--- src/rtl/sap_1_controller_sequencer.sv ---
// rtl/sap_1_controller_sequencer.sv - SAP-1 ring-counter sequencer and control-word decoder
// State advances on the falling clock edge so CON is settled at every rising edge.
module sap_1_controller_sequencer (
  input  logic        Clk,
  input  logic        CLRbar,
  input  logic [3:0]  opcode,
  output logic [11:0] CON,
  output logic [5:0]  T,
  output logic        HLTbar
);

  typedef enum logic [5:0] {
    T1 = 6'b000001,
    T2 = 6'b000010,
    T3 = 6'b000100,
    T4 = 6'b001000,
    T5 = 6'b010000,
    T6 = 6'b100000
  } ring_t;

  localparam logic [3:0] OP_LDA = 4'b0000;
  localparam logic [3:0] OP_ADD = 4'b0001;
  localparam logic [3:0] OP_SUB = 4'b0010;
  localparam logic [3:0] OP_OUT = 4'b1110;
  localparam logic [3:0] OP_HLT = 4'b1111;

  // Control word bit map: Cp Ep LMbar CEbar LIbar EIbar LAbar EA Su EU LBbar LObar
  localparam logic [11:0] CW_IDLE  = 12'h3E3;
  localparam logic [11:0] CW_ADDR  = 12'h5E3;
  localparam logic [11:0] CW_INCR  = 12'hBE3;
  localparam logic [11:0] CW_MEM   = 12'h263;
  localparam logic [11:0] CW_IRADR = 12'h1A3;
  localparam logic [11:0] CW_LDA5  = 12'h2C3;
  localparam logic [11:0] CW_LDB5  = 12'h2E1;
  localparam logic [11:0] CW_ADD6  = 12'h3C7;
  localparam logic [11:0] CW_SUB6  = 12'h3CF;
  localparam logic [11:0] CW_OUT4  = 12'h3F2;

  ring_t state;

  always_ff @(negedge Clk or negedge CLRbar) begin
    if (!CLRbar) begin
      state  <= T1;
      HLTbar <= 1'b1;
    end else if (HLTbar) begin
      case (state)
        T1: state <= T2;
        T2: state <= T3;
        T3: begin
          state <= T4;
          // Halt is only sampled on the T3->T4 edge; the counter then freezes at T4.
          if (opcode == OP_HLT) HLTbar <= 1'b0;
        end
        T4: state <= T5;
        T5: state <= T6;
        T6: state <= T1;
        default: state <= T1;
      endcase
    end
  end

  assign T = state;

  always_comb begin
    CON = CW_IDLE;
    case (state)
      T1: CON = CW_ADDR;
      T2: CON = CW_INCR;
      T3: CON = CW_MEM;
      T4: begin
        if (HLTbar) begin
          case (opcode)
            OP_LDA, OP_ADD, OP_SUB: CON = CW_IRADR;
            OP_OUT:                 CON = CW_OUT4;
            default:                CON = CW_IDLE;
          endcase
        end
      end
      T5: begin
        case (opcode)
          OP_LDA:         CON = CW_LDA5;
          OP_ADD, OP_SUB: CON = CW_LDB5;
          default:        CON = CW_IDLE;
        endcase
      end
      T6: begin
        case (opcode)
          OP_ADD:  CON = CW_ADD6;
          OP_SUB:  CON = CW_SUB6;
          default: CON = CW_IDLE;
        endcase
      end
      default: CON = CW_IDLE;
    endcase
  end

endmodule

--- config.mk ---
export PLATFORM = sky130hd
export DESIGN_NAME = sap_1_controller_sequencer
export DESIGN_NICKNAME = d
export VERILOG_FILES = /design/src/rtl/sap_1_controller_sequencer.sv
export SDC_FILE = /design/constraint.sdc
export NUM_CORES = 1
export LEC_CHECK = 0
export CAP_MARGIN = 10
export CORE_MARGIN = 2
export CORE_UTILIZATION = 30
export CTS_CLUSTER_SIZE = 12
export DETAILED_ROUTE_END_ITERATION = 7
export GPL_TIMING_DRIVEN = 0
export HOLD_SLACK_MARGIN = 0.12
export PLACE_DENSITY = 0.65
export REMOVE_ABC_BUFFERS = 1
export SYNTH_ARGS = -nofsm -noshare
export SYNTH_HDL_FRONTEND = slang
export SYNTH_SLANG_ARGS = --single-unit
--- constraint.sdc ---
create_clock -name Clk -period 2 [get_ports Clk]
set_clock_uncertainty 0.15 [all_clocks]
set_input_delay 0.2 -clock Clk [delete_from_list [all_inputs] [get_ports Clk]]
set_output_delay 0.2 -clock Clk [all_outputs]
set_load 0.02 [all_outputs]
Word-level counts from Yosys, hierarchy flattened
Index checks and enable logic that the tools add are counted.
{"block": "word_totals", "reg_bits": 7, "inputBits": 6, "out_inout_bits": 19, "elab_cells": 24}
{"block": "op_classes", "eq_ne": 10, "n_mux": 9, "reduce_logical": 3}
{"op": "$pmux W12 S6", "count": 1}
{"op": "$pmux W6 S5", "count": 1}
{"op": "$pmux W10 S2", "count": 1}
{"op": "$pmux W9 S2", "count": 1}
{"op": "$pmux W6 S2", "count": 1}
{"op": "$mux W10", "count": 1}
{"op": "$eq A4 B4 Y1 const B", "count": 2}
{"op": "$eq A6 B1 Y1 const B", "count": 1}
{"op": "$eq A6 B2 Y1 const B", "count": 1}
{"op": "$eq A6 B3 Y1 const B", "count": 1}
{"op": "$eq A6 B4 Y1 const B", "count": 1}
{"op": "$eq A6 B5 Y1 const B", "count": 1}
{"op": "$eq A6 B6 Y1 const B", "count": 1}
{"op": "$eq A4 B1 Y1 const B", "count": 1}
{"op": "$eq A4 B2 Y1 const B", "count": 1}
{"op": "$logic_not A4 Y1", "count": 1}
{"op": "$mux W1", "count": 3}
{"op": "$reduce_or A3 Y1", "count": 1}
{"op": "$reduce_or A2 Y1", "count": 1}

Longest topological paths before layout
{"block": "logic_depth", "depth_word": 5, "depth_mapped": 4, "mapped_depth_nobuf": 4}

==> impl_metrics.csv <==
group,metric,value,unit
floorplan,die-height,44.7,um
critical_path,end_kind,"output port",
sta,hold_ws,0.448,ns
critical_path,path_max_fanout,3,
route,firstDrtPassIters,4,
power,cellLeakagePower,0.524,nW
grt,grt_pass1_vias,647,
route,avgViaCountPerCell,5.30,
sta,relSlewSlack,67.3,%
placement,port-buffer-count,24,
clock_network,insertion_delay,0.30,ns
layout,area_growth,121,%
power,power_density,279,mW/mm^2
layout,instances_no_fill,124,
grt,grt_overflow,0,
clock_network,cts.path.max_buffers,2,
route,routed_wl,2070,um
route,drt-initial-drc-count,9,
critical_path,arrival,2.81,ns
placement,hpwl,1060,um
floorplan,io_pins,25,
sta,worstMarginPinSlew,0.478,ns
sta,final_max_slew_viol_count,0,
route,drc,0,
grt,grt_max_degree,9,
layout,n_antenna_cell,0,
status,outcome,"finished, violations left",
layout,num-nets-final,115,
synthesis,ys.flop_type,"dfrtn_1",
clock_network,tritoncts,"done",
synthesis,yosysSeqAreaShare,35.7,%
sta,rsz0062_at_grt,"yes",
grt,grt_usage,20.3,%
critical_path,r2r.worst_path.cells,7,
grt,antenna_found_initial,0,
grt,grt_pass1_wl,2980,um
synthesis,synthArstFlopShare,100,%
clock_network,cts_sinks,7,
placement,gp_congestion,0.757,
clock_network,h-tree-depth,1,
sta,finalSetupViolations,20,
synthesis,synthesis.area,498,um^2
route,vias,657,
placement,dp_cells,93,
synthesis,synth_cell_types,29,
floorplan,core_area,0.00152,mm^2
job,max_cap_violations,0,
critical_path,start_kind,"register",
clock_network,hold_buffers,0,
synthesis,syn_inst,54,
layout,drive_above_1_share,64.8,%
min_path,min_path_cells,2,
route,ant_nets,0,
critical_path,crit_required,1.65,ns
clock_network,ctsRootBufferMaster,"clkbuf_4",
floorplan,initial_core_util,32.7,%
floorplan,die_area,0.00200,mm^2
status,violations,"setup timing",
synthesis,synth_edf_count,0,
clock_network,clk_pin_slew_worst_paths,0.04,ns
floorplan,rows,14,
floorplan,die_x,44.7,um
synthesis,ys_ff_latch,7,
clock_network,cts_buffers,3,
sta,hold_violations,0,
route,wl_per_cell,16.7,um
critical_path,critPathKind,"reg -> out",
power,ir_worst_vdd,0.314,mV
sta,fin_ws,-1.16,ns
layout,fill_cells,109,
min_path,hold_class,"reg -> reg",
synthesis,yosysWarningCount,0,
synthesis,avgSynthCellArea,9.22,um^2
Yosys cell counts, drive strengths merged, types with 2 or more instances:
master,number,area [um^2]
or3,2,12.5
a21oi,3,15.0
nand3,2,10.0
nor3,3,25.0
dfrtn,5,125
nor4,4,37.5
mux2,4,45.0
nand2,4,15.0
or4b,2,20.0
inv,5,18.8
xor2,2,17.5
nor2,3,11.3
dfstp,2,52.6
registers in the layout, summed over array words and instances, names as in the netlist:
register	cells
T	6
HLTbar	1
report_power, final:
part / switching, mW / total, mW / internal, mW
Combinational: 0.0148 / 0.0250 / 0.0102
Clock: 0.0622 / 0.139 / 0.0766
Sequential: 0 / 0.143 / 0.143
worst paths after layout:
path	from	to	slack (ns)
worst min-delay path	T[4]	T[4]	0.45
worst max register to register	T[5]	HLTbar	0.11
max in group asynchronous	CLRbar	HLTbar	0.38
worst max-delay path	T[5]	CON[1]	-1.16
worst min register to register	T[4]	T[4]	0.45
min in group asynchronous	CLRbar	T[3]	0.94
routing by layer:
layer / up-vias / part of all wire (%) / global-route usage [%]
met5: - / 0 / 0
li1: 315 / - / -
met2: 16 / 53 / 35.1
met1: 326 / 44 / 26.3
met4: 0 / 0 / 8.48
met3: 0 / 2.6 / 1.20
placed cells by master, fill, tap and decap left out, types with 2 or more instances in the layout:
cell / synthesis / final
nor4_1: 2 / 2
inv_1: 4 / 3
buf_6: 0 / 25
dlygate4sd2_1: 0 / 3
nand2_1: 4 / 3
nor4_4: 0 / 2
buf_4: 0 / 17
mux2_2: 4 / 4
nor2_1: 3 / 3
dfrtn_1: 5 / 5
buf_2: 0 / 2
xor2_1: 2 / 2
clkdlybuf4s50_1: 0 / 2
clkbuf_4: 0 / 3
nor3_4: 0 / 3
a21oi_2: 0 / 2
dfstp_2: 2 / 2
inv_2: 1 / 2
or3_4: 0 / 2
what timing repair did:
| action | CTS | global route |
|---|---|---|
| setup endpoints to repair | 20 | 21 |
| setup buffers | 16 | 13 |
| cloned | 0 | 0 |
| pin swaps | 11 | 11 |
| gates resized for setup | 116 | 24 |
metrics by stage:
stage / area, um^2 / utilization [%] / total power [mW] / TNS, ns / worst slack (ns)
after floorplan: 494 / - / 0.161 / -9.58 / -1.04
after global placement: 754 / 49.5 / 0.178 / -18.37 / -1.34
after detailed placement: 754 / 49.5 / 0.178 / -18.62 / -1.37
after CTS: 943 / 61.9 / 0.307 / -14.92 / -1.08
after global routing: 1100 / 72.2 / 0.324 / -16.63 / -1.21
final: 1100 / 72.2 / 0.307 / -15.80 / -1.16
cell type report:
type / count / area [um^2] / share of cell area [%]
timing repair buffer: 50 / 478 / 43.5
multi-input combinational: 41 / 373 / 33.9
sequential: 7 / 178 / 16.2
clock buffer: 3 / 22.5 / 2.05
tap: 16 / 20.0 / 1.82
inverter: 4 / 17.5 / 1.59
clock inverter: 3 / 11.3 / 1.02
cell families (layout without fill, tap and decap cells):
group / after synthesis / in the layout / synth area share (%)
XOR/XNOR: 2 / 2 / 3.52
flip-flops: 7 / 7 / 35.7
AO/OA/AOI/OAI: 7 / 7 / 8.79
buffers and inverters: 6 / 60 / 4.52
multiplexers: 4 / 4 / 9.04
AND/OR/NAND/NOR: 28 / 28 / 38.4
critical path, stage by stage, from the launching register on:
cell,delay (ns)
dfrtn_1,0.38
buf_4,0.15
or4_4,0.51
nor3_4,0.20
nand3_1,0.15
buf_6,0.16
Note: power is estimated with default switching activity, not from simulation.
